$ cat src/rtl/sbox_ddt_row_scanner.sv
// rtl/sbox_ddt_row_scanner.sv - one DDT row of a 6-bit S-box, histogrammed and streamed out with its maximum
module sbox_ddt_row_scanner #(
    parameter int N     = 6,
    parameter int CNT_W = N + 1
) (
    input  logic             clk,
    input  logic             rst,
    input  logic             start,
    input  logic [N-1:0]     delta,
    output logic             busy,
    output logic [N-1:0]     sbox_a,
    output logic [N-1:0]     sbox_b,
    input  logic [N-1:0]     sbox_ya,
    input  logic [N-1:0]     sbox_yb,
    output logic             out_valid,
    input  logic             out_ready,
    output logic [N-1:0]     out_idx,
    output logic [CNT_W-1:0] out_count,
    output logic             out_last,
    output logic [CNT_W-1:0] row_max,
    output logic             done
);

    localparam int          DEPTH = 1 << N;
    localparam logic [N-1:0] LAST = '1;

    typedef enum logic [2:0] {
        S_IDLE,
        S_CLEAR,
        S_SCAN,
        S_FLUSH,
        S_DRAIN
    } state_t;

    state_t state, state_nxt;

    logic [N-1:0]     delta_q;
    logic [N-1:0]     x_q;
    logic [N-1:0]     b_q;
    logic [N-1:0]     d_q;
    logic             d_valid_q;
    logic [CNT_W-1:0] cnt [DEPTH];
    logic             accept;

    assign accept = out_valid & out_ready;

    always_comb begin
        state_nxt = state;
        case (state)
            S_IDLE:  if (start) state_nxt = S_CLEAR;
            S_CLEAR: state_nxt = S_SCAN;
            S_SCAN:  if (x_q == LAST) state_nxt = S_FLUSH;
            S_FLUSH: state_nxt = S_DRAIN;
            S_DRAIN: if (accept && (b_q == LAST)) state_nxt = S_IDLE;
            default: state_nxt = S_IDLE;
        endcase
    end

    always_ff @(posedge clk) begin
        if (rst) begin
            state     <= S_IDLE;
            delta_q   <= '0;
            x_q       <= '0;
            b_q       <= '0;
            d_q       <= '0;
            d_valid_q <= 1'b0;
            row_max   <= '0;
            done      <= 1'b0;
        end else begin
            state     <= state_nxt;
            done      <= 1'b0;
            d_valid_q <= 1'b0;
            case (state)
                S_IDLE: begin
                    if (start) delta_q <= delta;
                end
                S_CLEAR: begin
                    x_q     <= '0;
                    b_q     <= '0;
                    row_max <= '0;
                end
                S_SCAN: begin
                    // Stage 1: capture the output difference; x wraps to 0 after the last input
                    d_q       <= sbox_ya ^ sbox_yb;
                    d_valid_q <= 1'b1;
                    x_q       <= x_q + 1'b1;
                end
                S_DRAIN: begin
                    if (accept) begin
                        if (cnt[b_q] > row_max) row_max <= cnt[b_q];
                        b_q <= b_q + 1'b1;
                        if (b_q == LAST) done <= 1'b1;
                    end
                end
                default: ;
            endcase
        end
    end

    // Stage 2 histogram; CLEAR initialises the counters, so they carry no reset
    always_ff @(posedge clk) begin
        if (state == S_CLEAR) begin
            for (int i = 0; i < DEPTH; i++) cnt[i] <= '0;
        end else if (d_valid_q) begin
            cnt[d_q] <= cnt[d_q] + 1'b1;
        end
    end

    assign busy      = (state != S_IDLE);
    assign sbox_a    = (state == S_SCAN) ? x_q : '0;
    assign sbox_b    = (state == S_SCAN) ? (x_q ^ delta_q) : '0;
    assign out_valid = (state == S_DRAIN);
    assign out_idx   = (state == S_DRAIN) ? b_q : '0;
    assign out_count = (state == S_DRAIN) ? cnt[b_q] : '0;
    assign out_last  = (state == S_DRAIN) && (b_q == LAST);

endmodule

$ cat config.mk
export PLATFORM = sky130hd
export DESIGN_NAME = sbox_ddt_row_scanner
export DESIGN_NICKNAME = d
export VERILOG_FILES = /design/src/rtl/sbox_ddt_row_scanner.sv
export SDC_FILE = /design/constraint.sdc
export NUM_CORES = 1
export LEC_CHECK = 0
export CAP_MARGIN = 30
export CORE_MARGIN = 2
export CORE_UTILIZATION = 53
export CTS_CLUSTER_SIZE = 24
export DETAILED_ROUTE_END_ITERATION = 7
export HOLD_SLACK_MARGIN = 0.08
export PLACE_DENSITY = 0.7
export SKIP_LAST_GASP = 1
export SLEW_MARGIN = 20
export SYNTH_ARGS = -nofsm -noshare
export SYNTH_HDL_FRONTEND = slang
export SYNTH_SLANG_ARGS = --single-unit
$ cat constraint.sdc
create_clock -name clk -period 5.21 [get_ports clk]
set_clock_uncertainty 0.15 [all_clocks]
set_input_delay 0.521 -clock clk [delete_from_list [all_inputs] [get_ports clk]]
set_output_delay 0.521 -clock clk [all_outputs]
set_load 0.1 [all_outputs]
---- Yosys cells after proc, flatten, opt, wreduce, memory -nomap -nowiden ----
Memory sizes are Yosys's and may differ from the RTL's. A register that Yosys moved wholly into a read port is not among the register bits.
Cells that the tools add are included.
cells by class
  add/subtract/negate cells ............... 3
  multiply operators ...................... 0
  div/mod/pow operators ................... 0
  magnitude comparators ................... 1
  eq/ne operators ......................... 11
  shifts and indexed selects .............. 0
  muxes and demuxes ....................... 28
  bitwise logic cells ..................... 5
  reduce and logical (&&, ||, !) cells .... 12
operator list
  cell                                                   count
  two-way mux 6 bit                                      9
  two-way mux 7 bit                                      4
  one-hot mux 6 bit (2 select lines)                     2
  one-hot mux 3 bit (5 select lines)                     1
  one-hot mux 7 bit (2 select lines)                     1
  adder 6 x 1 -> 6 bit, second input constant            2
  equality test 6 bit, second input constant             2
  XOR 6 bit                                              2
  two-way mux 3 bit                                      3
  two-way mux 1 bit                                      8
  adder 7 x 1 -> 7 bit, second input constant            1
  greater-than comparator 7 bit                          1
  OR reduction 7 bit                                     1
  equality test 3 x 2 -> 1 bit, second input constant    2
  inequality test 2 x 1 -> 1 bit, second input constant  3
  AND reduction 3 bit                                    2
  inequality test 2 bit, second input constant           2
  AND reduction 2 bit                                    2
  nonzero test 2 bit                                     2
  equality test 3 x 1 -> 1 bit, second input constant    1
  equality test 3 bit, second input constant             1
  zero test 3 bit                                        1
  nonzero test 3 bit                                     1
  OR reduction 3 bit                                     1
  3 further kinds                                        5
word-level totals
  flip-flop bits (word level) ............. 36
  latch bits .............................. 0
  RAM bits ................................ 448
  memory bits (read-only) ................. 0
  input port bits ......................... 22
  output and inout port bits .............. 36
  logic and storage cells ................. 69
  memories ................................ 1
memories
  name  words  width  rd ports  clocked after Yosys merged registers in  wr ports  line  text
  cnt   64     7      2         2                                        64        42    logic [CNT_W-1:0] cnt [DEPTH];

---- Logic depth before layout (Yosys ltp) ----
Gate-level depths: netlist of run 1.
  depth in word-level cells ............... 6
  depth in mapped cells ................... 16
  gate-level depth less buffers ........... 12

---- Worst setup path after synthesis of run 1 ----
Ideal clock, no wire load.
  path kind ............................... flip-flop to flip-flop
  start ................................... register (tool-made name)
  end ..................................... register row_max[4]
  library setup time ...................... 70 ps
  data arrival time ....................... 4350 ps
  data required time ...................... 4990 ps
  slack ................................... 640 ps
  stages on the path, launching flop included .. 16
  path buffers ............................ 4
  period minus slack after synthesis ...... 4570 ps
  cells stage by stage .................... dfxtp_1 > clkbuf_1 > clkbuf_1 > buf_1 > mux4_2 > mux4_2 > mux4_2 > ha_1 > nor2b_1 > o21a_1 > o21a_1 > o21bai_1 > a211oi_1 > clkbuf_1 > or3_1 > a21oi_1
RTL lines
  item                    line  text
  end signal: assignment  90    if (cnt[b_q] > row_max) row_max <= cnt[b_q];
  end: declaration        20    output logic [CNT_W-1:0] row_max,

==> results of run 1 <==
-- worst max-delay path by stage --
stage	end
floorplan	row_max[4]
global placement	row_max[2]
detailed placement	cnt[42][6]
CTS	out_count[6]
global route	out_count[6]
finish	out_count[3]
-- power by group through the flow --
stage                     registers (uW)  logic [uW]  clock network (uW)
after global placement              4820        2000                   0
after CTS                           4750        2040                3840
final                               4740        2120                3820
after detailed placement            4830        2030                   0
after global routing                4760        2190                3980
after floorplan                     4690        1370                   0
-- Yosys cell counts (all sizes together) (5+ instances only) --
master	n
nor3b	5
mux4	273
nand2	164
xnor2	18
or3	9
and2	15
clkbuf	65
nor2	434
o21ai	9
a211oi	7
nand3	12
nand4	6
and3	9
mux2i	20
ha	10
buf	79
a21oi	85
inv	13
nor3	12
nand3b	5
edfxtp	448
dfxtp	48
-- flip-flops by register name (all words and copies together) (netlist names), named ones only --
| register | count |
|---|---|
| b_q | 6 |
| state | 3 |
| x_q | 6 |
| d_valid_q | 1 |
| delta_q | 6 |
| cnt | 448 |
| row_max | 7 |
| d_q | 6 |
| done | 1 |
-- routing by layer --
layer | global-route usage (%) | wire length, um
met3 | 6.44 | 8680
met2 | 48.1 | 35700
met5 | 0 | 23
met1 | 42.0 | 27300
met4 | 12.8 | 3290
-- logic make-up (layout without fill, tap and decap cells) --
kind of cell | Yosys count | count (layout) | share of synthesized area [%]
AOI/OAI and AO/OA | 127 | 127 | 3.80
xor gates and xnor gates | 21 | 21 | 0.819
adders and majority gates | 10 | 10 | 0.487
buffers and inverters | 157 | 234 | 2.93
DFF | 496 | 496 | 56.1
muxes | 297 | 297 | 24.9
other | 0 | 1 | 0
and+or+nand+nor | 689 | 689 | 10.9
-- worst min-delay path, cell delays in order (launching register included) --
cell and delay, ns:
dfxtp_1 0.34, mux2i_1 0.07, nor2_1 0.07
-- through the flow --
stage,std cells,utilization (%)
finish,2490,60.4
global route,2489,60.4
CTS,2485,60.3
detailed placement,2387,56.6
global placement,2385,56.5
floorplan,1797,-
-- cell type report --
cell class	count	area [um2]	area share, %
sequential	496	14400	50.0
multi-input combinational	1144	10600	36.8
clock buffer	58	1350	4.66
timing repair buffer	123	1260	4.36
tap	615	769	2.67
clock inverter	40	384	1.33
inverter	13	48.8	0.169
antenna	1	2.50	0.00867
==> load_flow_metrics.sql, run 1 <==
INSERT INTO impl_metrics (metric_group, metric, value, unit) VALUES
('floorplan', 'die_h', '224', 'um'),
('synthesis', 'post_synth_main_area_contributors', 'edfxtp_1, mux4_2, nor2_1, dfxtp_1, nand2_1', ''),
('worst_setup_path', 'cp_data_required_time', '4.54', 'ns'),
('worst_setup_path', 'cp.buffers_inverters', '3', ''),
('power', 'sequentialPowerShare', '44.4', '%'),
('timing', 'rsz0062_at_grt', 'false', ''),
('synthesis', 'ys_types', '55', ''),
('placement', 'gp_weighted_congestion', '0.940', ''),
('worst_setup_path', 'rrSetupSlack', '0.72', 'ns'),
('synthesis', 'synth_edf_count', '448', ''),
('timing', 'worstMarginPinSlew', '1.08', 'ns'),
('timing', 'hold-worst-slack', '0.371', 'ns'),
('power', 'static-leakage-power', '0.00941', 'uW'),
('timing', 'final-setup-viol-count', '0', ''),
('routing', 'vias_per_cell', '6.80', ''),
('outcome', 'result_of_the_run', 'finished, final reports clean', ''),
('floorplan', 'initial_core_util', '53.8', '%'),
('clock_tree', 'clockRootBuffer', 'clkbuf_16', ''),
('timing', 'timing_max_transition_violations_final', '0', ''),
('placement', 'dpl-instance-area', '27000', 'um2'),
('floorplan', 'core_area', '47700', 'um2'),
('finish', 'layout_common_cells', 'edfxtp_1, nor2_1, mux4_2', ''),
('synthesis', 'postSynthNetCount', '1829', ''),
('placement', 'worst_slack_at_placement', '0.713', 'ns'),
('floorplan', 'floorplan.die.width', '224', 'um'),
('clock_tree', 'cts_inserted_buffers', '52', ''),
('floorplan', 'io-pin-count', '58', ''),
('worst_setup_path', 'critical_path.slowest_cell', 'dfxtp_4', ''),
('routing', 'post_drt_wl_per_cell', '30.1', 'um'),
('floorplan', 'total_number_of_placement_rows', '80', ''),
('routing', 'detailedRoute.firstPassIterationCount', '5', ''),
('worst_setup_path', 'worst_path_arrival_time', '4.01', 'ns'),
('synthesis', 'synthDominantAreaCellType', 'edfxtp_1', ''),
('worst_setup_path', 'worstPathMaxFanout', '26', ''),
('power', 'max-vdd-ir-drop', '0.000313', 'V'),
('finish', 'area_delta_synth_final', '12.3', '%'),
('global_routing', 'grt_overflow', '0', ''),
('power', 'power.share.switching', '30.6', '%'),
('clock_tree', 'ctsLongestPathBuffers', '3', ''),
('clock_tree', 'clk-insertion-delay-late', '0.62', 'ns'),
('worst_setup_path', 'crit_path_frequent_cell', 'mux4_2', ''),
('global_routing', 'grt_pass1_wl', '112000', 'um'),
('worst_setup_path', 'cp_num_cells', '7', ''),
('power', 'net_sw_power', '3270', 'uW'),
('timing', 'post-route-min-period', '4.68', 'ns'),
('synthesis', 'yosysWarnings', '0', ''),
('placement', 'place.port_buffers', '57', ''),
('finish', 'n_fill_cell', '3576', ''),
('global_routing', 'grt_antenna_before_repair', '4', ''),
('clock_tree', 'cts.sinks', '496', ''),
('power', 'pwr_density_cell', '370', 'nW/um2'),
('clock_tree', 'cts_tree', 'yes', ''),
('finish', 'number_of_nets_in_the_final_layout', '1862', ''),
('timing', 'achievable_clock_frequency', '0.214', 'GHz'),
('timing', 'final.period_utilization', '89.8', '%'),
('clock_tree', 'hold_buffers', '0', ''),
('routing', 'ant_nets', '0', ''),
('worst_hold_path', 'hold_path.startpoint', 'delta_q[0]', ''),
('synthesis', 'syn_avg_cell_area', '14.3', 'um2'),
('synthesis', 'post-synth-top-area-fraction', '52.4', '%'),
('worst_hold_path', 'worst_hold_path.num_cells', '2', ''),
('worst_setup_path', 'critical_setup_path_class', 'flop to primary output', ''),
('clock_tree', 'clk_pin_slew', '0.06', 'ns'),
('synthesis', 'synth-seq-area-share', '56.1', '%'),
('clock_tree', 'ctsHtreeMaxLevel', '2', ''),
('routing', 'drt_first_iter_violations', '2386', ''),
('worst_hold_path', 'hold-path-endpoint', 'delta_q[0]', ''),
('finish', 'stdcell_area', '28800', 'um2'),
('timing', 'slew-limit-headroom', '27.9', '%'),
('worst_setup_path', 'worst_path_dominant_cell_family', 'multiplexers', ''),
('finish', 'layout_commonest_cell', 'edfxtp_1', '');
Power figures use the tool's default switching activity.
==> run 2, diff against run 1 <==
Settings changed: SLEW_MARGIN 20 to 40.
==> run 2 against run 1 <==
Clock power fell by 2%; sequential share of layout area rose by 0.33 points; non-clock buffer count unchanged; highest routed layer unchanged.
==> load_flow_metrics.sql, run 2 (synthesis gave the netlist of run 1 again) <==
INSERT INTO impl_metrics (metric_group, metric, value, unit) VALUES
('routing', 'remaining_drc_errors', '0', ''),
('timing', 'rsz0062_at_grt', 'false', ''),
('finish', 'number_of_nets_in_the_final_layout', '1862', ''),
('outcome', 'result_of_the_run', 'finished, final reports clean', ''),
('clock_tree', 'cts.repair_timing.setup_buffer_count', '0', ''),
('timing', 'timing_max_transition_violations_final', '0', ''),
('worst_setup_path', 'timing.critical_path.to_type', 'primary output', ''),
('power', 'pwr_density_cell', '370', 'nW/um2'),
('timing', 'slew-limit-headroom', '44.2', '%'),
('clock_tree', 'post_cts_resized', '0', ''),
('floorplan', 'floorplan.die.width', '224', 'um'),
('clock_tree', 'ctsLongestPathBuffers', '3', ''),
('routing', 'route.final.wire_length', '74700', 'um'),
('routing', 'detailedRoute.firstPassIterationCount', '6', ''),
('finish', 'layout-drive-gt1-share', '28.7', '%'),
('clock_tree', 'clk_pin_slew', '0.06', 'ns'),
('timing', 'report.final.hold_viol_count', '0', ''),
('floorplan', 'die-area', '50200', 'um2'),
('routing', 'met3RoutedLength', '8570', 'um'),
('routing', 'dr_total_vias', '16872', ''),
('clock_tree', 'cts_tree', 'yes', ''),
('routing', 'post_drt_wl_per_cell', '30.0', 'um'),
('floorplan', 'core_area', '47700', 'um2'),
('clock_tree', 'cts_inserted_buffers', '52', ''),
('global_routing', 'grt_max_degree', '65', ''),
('worst_setup_path', 'crit_path_frequent_cell', 'mux4_2', ''),
('flow_run', 'max_cap_violations', '0', ''),
('timing', 'achievable_clock_frequency', '0.214', 'GHz'),
('timing', 'fin_setup_tns', '0', 'ns'),
('placement', 'dpl-instance-area', '27000', 'um2'),
('floorplan', 'io-pin-count', '58', ''),
('floorplan', 'die_h', '224', 'um'),
('timing', 'final-setup-viol-count', '0', ''),
('worst_setup_path', 'worst_setup_start_kind', 'flop', ''),
('routing', 'drt_first_iter_violations', '2192', ''),
('clock_tree', 'hold_buffers', '0', ''),
('floorplan', 'total_number_of_placement_rows', '80', ''),
('finish', 'final-seq-area', '14400', 'um2'),
('routing', 'ant_nets', '0', ''),
('global_routing', 'grt_overflow', '0', ''),
('worst_setup_path', 'critical_setup_path_class', 'flop to primary output', ''),
('global_routing', 'groute.usage.overall', '30.6', '%'),
('worst_hold_path', 'hold_path_class', 'flop to flop', ''),
('timing', 'final.period_utilization', '89.8', '%'),
('routing', 'vias_per_cell', '6.78', ''),
('finish', 'largest_reg_flops', '448', ''),
('worst_setup_path', 'cp_slowest_stage_delay', '0.60', 'ns'),
('power', 'static-leakage-power', '0.00944', 'uW'),
('finish', 'layout_commonest_cell', 'edfxtp_1', ''),
('routing', 'uppermost_layer_routed', 'met5', ''),
('finish', 'stdcell_area', '28700', 'um2'),
('finish', 'reg.largest.list', 'cnt: 448 flops, row_max: 7 flops', ''),
('clock_tree', 'clk-insertion-delay-late', '0.61', 'ns'),
('finish', 'combined_area_of_the_multi_input_logic_cells', '10600', 'um2'),
('finish', 'n_fill_cell', '3637', ''),
('worst_hold_path', 'hold_path.startpoint', 'state[2]', ''),
('global_routing', 'grt_pass1_wl', '111000', 'um'),
('placement', 'gp_weighted_congestion', '0.940', ''),
('finish', 'top_reg_by_flops', 'cnt', ''),
('worst_setup_path', 'worst_path_arrival_time', '4.01', 'ns'),
('placement', 'place.detailed.hpwl', '52100', 'um'),
('global_routing', 'grt_pass1_vias', '16696', ''),
('clock_tree', 'clockRootBuffer', 'clkbuf_16', ''),
('global_routing', 'grt_antenna_before_repair', '4', ''),
('routing', 'amount_of_wire_on_met2_after_detailed_routing', '35300', 'um'),
('timing', 'post-route-min-period', '4.68', 'ns'),
('clock_tree', 'cts.sinks', '496', ''),
('clock_tree', 'ctsHtreeMaxLevel', '2', ''),
('power', 'max-vdd-ir-drop', '0.000419', 'V'),
('worst_setup_path', 'critical_path.slowest_cell', 'dfxtp_4', ''),
('worst_setup_path', 'cp_data_required_time', '4.54', 'ns'),
('finish', 'layout_common_cells', 'edfxtp_1, nor2_1, mux4_2', ''),
('routing', 'm1WireLength', '27200', 'um'),
('finish', 'area_delta_synth_final', '11.6', '%'),
('finish', 'final_core_util', '60.0', '%'),
('floorplan', 'initial_core_util', '53.8', '%'),
('placement', 'place.port_buffers', '57', ''),
('worst_setup_path', 'worstPathMaxFanout', '26', ''),
('worst_setup_path', 'critical_path_cell_sequence', 'buf_12 > buf_12 > mux4_2 > mux4_2 > mux4_2 > and2_1 > buf_4', ''),
('timing', 'worstMarginPinSlew', '0.835', 'ns');
## run 2: changes by cell type in the layout (fill, tap and decap cells not counted), moves of 2 or more
cell	delta
clkinv_2	-7
buf_12	+3
clkinvlp_4	-2
clkdlybuf4s50_1	-29
clkbuf_1	+4
inv_6	-3
buf_16	-3
clkinv_1	+5
buf_2	+29
## run 2: power by group
part	total (uW)	leakage, uW	switching [uW]	internal [uW]
clock	3750	0.000823	1560	2200
sequential	4730	0.00466	179	4550
combinational	2120	0.00396	1480	642
## run 2: worst paths after layout
check / cells after the start / to / slack, ns
worst min-delay path: 1 / state[1] / 0.37
worst max-delay path: 7 / out_count[6] / 0.53
worst min register to register: 1 / state[1] / 0.37
worst max register to register: 13 / row_max[6] / 0.75
## run 2: final cells by class
class / instances / area share, %
Inverter: 13 / 0.170
Clock inverter: 33 / 1.14
Tap cell: 615 / 2.68
Clock buffer: 62 / 4.74
Sequential cell: 496 / 50.4
Multi-Input combinational cell: 1144 / 37.1
Antenna cell: 2 / 0.0175
Timing Repair Buffer: 123 / 3.83
## run 2: worst max-delay path, delay by kind of cell (launching register included)
kind | cells | cell delay [ns]
multiplexers | 3 | 1.69
buffers and inverters | 3 | 0.80
flip-flops | 1 | 0.60
AND/OR/NAND/NOR | 1 | 0.24
## run 2: metal layers
metal	up-vias	GRT usage, %
met5	-	0
met4	4	13.7
met3	178	6.96
met2	1134	47.4
met1	8609	41.8
li1	6947	-
## run 2: metrics by stage
step / hold WS (ns) / instances / power [uW] / setup WS, ns
floorplan: 0.314 / 1797 / 6060 / 0.640
global placement: 0.346 / 2385 / 6820 / 0.724
detailed placement: 0.357 / 2390 / 6890 / 0.747
CTS: 0.363 / 2485 / 10600 / 0.488
global route: 0.396 / 2486 / 10900 / 0.404
finish: 0.369 / 2488 / 10600 / 0.533
==> run 3, diff against run 2 <==
Clock period 5.21 ns to 6 ns, I/O delays scaled along.
==> run 3 against run 2 <==
Clock power fell by 14%; wire length shrank 0.39%; final cell count is 0.64% lower; worst setup slack improved by 0.59 ns; critical endpoint is now cnt[28][6]; largest cell class unchanged; highest routed layer is now met4.
==> load_flow_metrics.sql, run 3 (synthesis gave the netlist of run 1 again) <==
INSERT INTO impl_metrics (metric_group, metric, value, unit) VALUES
('outcome', 'result_of_the_run', 'finished, final reports clean', ''),
('global_routing', 'grt_max_degree', '70', ''),
('clock_tree', 'ctsLongestPathBuffers', '3', ''),
('timing', 'rsz0062_at_grt', 'false', ''),
('floorplan', 'total_number_of_placement_rows', '80', ''),
('routing', 'ant_nets', '0', ''),
('floorplan', 'die-area', '50200', 'um2'),
('timing', 'timing_max_transition_violations_final', '0', ''),
('floorplan', 'floorplan.die.width', '224', 'um'),
('worst_setup_path', 'worstPathMaxFanout', '44', ''),
('placement', 'place.detailed.hpwl', '51400', 'um'),
('timing', 'slew-limit-headroom', '44.9', '%'),
('power', 'pwr_density_cell', '322', 'nW/um2'),
('clock_tree', 'cts.sinks', '496', ''),
('power', 'static-leakage-power', '0.00934', 'uW'),
('clock_tree', 'clk_pin_slew', '0.06', 'ns'),
('flow_run', 'max_cap_violations', '0', ''),
('timing', 'fin_setup_tns', '0', 'ns'),
('finish', 'combined_area_of_the_multi_input_logic_cells', '10600', 'um2'),
('timing', 'post-route-min-period', '4.88', 'ns'),
('clock_tree', 'hold_buffers', '0', ''),
('timing', 'final-setup-viol-count', '0', ''),
('global_routing', 'grt_pass1_wl', '110000', 'um'),
('floorplan', 'core_area', '47700', 'um2'),
('timing', 'report.final.hold_viol_count', '0', ''),
('timing', 'achievable_clock_frequency', '0.205', 'GHz'),
('power', 'total_power', '9170', 'uW'),
('power', 'max-vdd-ir-drop', '0.000309', 'V'),
('finish', 'final-seq-area', '14400', 'um2'),
('clock_tree', 'cts_tree', 'yes', ''),
('placement', 'gp_weighted_congestion', '0.997', ''),
('clock_tree', 'cts_inserted_buffers', '50', ''),
('finish', 'number_of_nets_in_the_final_layout', '1847', ''),
('power', 'net_sw_power', '2790', 'uW'),
('power', 'power.share.combinational', '19.9', '%'),
('finish', 'reg.largest.list', 'cnt: 448 flops, row_max: 7 flops', ''),
('finish', 'top_reg_by_flops', 'cnt', ''),
('routing', 'detailedRoute.firstPassIterationCount', '5', ''),
('finish', 'largest_reg_flops', '448', ''),
('power', 'share_clk_of_total_power', '35.2', '%'),
('power', 'internal_power', '6380', 'uW'),
('finish', 'n_fill_cell', '3547', ''),
('timing', 'worstMarginPinSlew', '0.824', 'ns'),
('routing', 'drt_first_iter_violations', '2509', ''),
('global_routing', 'groute.usage.overall', '30.2', '%'),
('floorplan', 'io-pin-count', '58', ''),
('clock_tree', 'ctsHtreeMaxLevel', '2', ''),
('finish', 'layout-drive-gt1-share', '28.8', '%'),
('routing', 'route.final.wire_length', '74400', 'um'),
('clock_tree', 'post_cts_resized', '0', ''),
('worst_hold_path', 'hold_path_class', 'flop to flop', ''),
('worst_setup_path', 'critical_setup_path_class', 'flop to flop', ''),
('clock_tree', 'cts.repair_timing.setup_buffer_count', '0', ''),
('worst_setup_path', 'worst_path_arrival_time', '5.06', 'ns'),
('floorplan', 'die_h', '224', 'um'),
('placement', 'place.port_buffers', '57', ''),
('clock_tree', 'clk-insertion-delay-late', '0.62', 'ns'),
('routing', 'post_drt_wl_per_cell', '30.1', 'um'),
('worst_setup_path', 'cp_data_required_time', '6.18', 'ns'),
('power', 'power.share.switching', '30.5', '%'),
('routing', 'vias_per_cell', '6.87', ''),
('global_routing', 'grt_pass1_vias', '16560', ''),
('routing', 'dr_total_vias', '16984', ''),
('finish', 'layout_commonest_cell', 'edfxtp_1', ''),
('finish', 'area_delta_synth_final', '10.9', '%'),
('power', 'sequentialPowerShare', '44.9', '%'),
('timing', 'final.period_utilization', '81.3', '%'),
('floorplan', 'initial_core_util', '53.8', '%'),
('worst_setup_path', 'timing.critical_path.to_type', 'flop', ''),
('clock_tree', 'clockRootBuffer', 'clkbuf_16', ''),
('global_routing', 'grt_overflow', '0', ''),
('routing', 'remaining_drc_errors', '0', ''),
('finish', 'layout_common_cells', 'edfxtp_1, nor2_1, mux4_2', ''),
('global_routing', 'grt_antenna_before_repair', '0', ''),
('worst_setup_path', 'worst_setup_start_kind', 'flop', '');
[run 3: worst max-delay path, stage by stage, from the launching register on]
cell and delay [ns]:
dfxtp_4 0.81, buf_4 0.35, buf_4 0.24, mux4_2 0.57, mux4_2 0.49, mux4_2 0.57, nand2_1 0.16, a2111oi_4 0.07
xnor2_4 0.70, buf_12 0.33, nor2_1 0.08
[run 3: worst paths after layout]
check / startpoint / end / slack (ns) / depth (start not counted)
setup / recovery: flop / cnt[28][6] / 1.12 / 10
hold / removal: delta_q[1] / delta_q[1] / 0.37 / 2
setup reg to reg: flop / cnt[28][6] / 1.12 / 10
hold reg to reg: delta_q[1] / delta_q[1] / 0.37 / 2
[run 3: final cells by class]
cell class	instances	share of cell area (%)
Tap cell	615	2.70
Clock inverter	36	1.28
Sequential cell	496	50.7
Timing Repair Buffer	110	3.27
Inverter	13	0.171
Multi-Input combinational cell	1144	37.3
Clock buffer	57	4.56
Antenna cell	1	0.00878
[run 3: layer usage]
metal	part of all wire [%]	global-route usage, %	up-vias	wire length (um)
met1	37	42.1	8700	27600
met5	0	0	-	0
li1	-	-	6921	-
met2	47	47.1	1197	35000
met4	4.1	11.5	0	3050
met3	12	6.60	166	8720
[run 3: power by group through the flow]
| stage | Sequential (uW) | Clock [uW] | Combinational [uW] |
|---|---|---|---|
| global placement | 4170 | 0 | 1720 |
| detailed placement | 4180 | 0 | 1770 |
| floorplan | 4070 | 0 | 1190 |
| global route | 4130 | 3360 | 1880 |
| finish | 4120 | 3230 | 1820 |
| CTS | 4110 | 3230 | 1780 |
[run 3: metrics by stage]
step / area [um2] / setup slack, ns / hold WS (ns) / utilization [%] / cells
2_1_floorplan: 25700 / 1.43 / 0.314 / - / 1797
3_3_place_gp: 26900 / 1.18 / 0.345 / 56.3 / 2374
3_5_place_dp: 26800 / 1.20 / 0.354 / 56.1 / 2377
4_1_cts: 28500 / 1.15 / 0.362 / 59.6 / 2470
5_1_grt: 28500 / 0.947 / 0.387 / 59.7 / 2471
6_report: 28500 / 1.12 / 0.366 / 59.7 / 2472
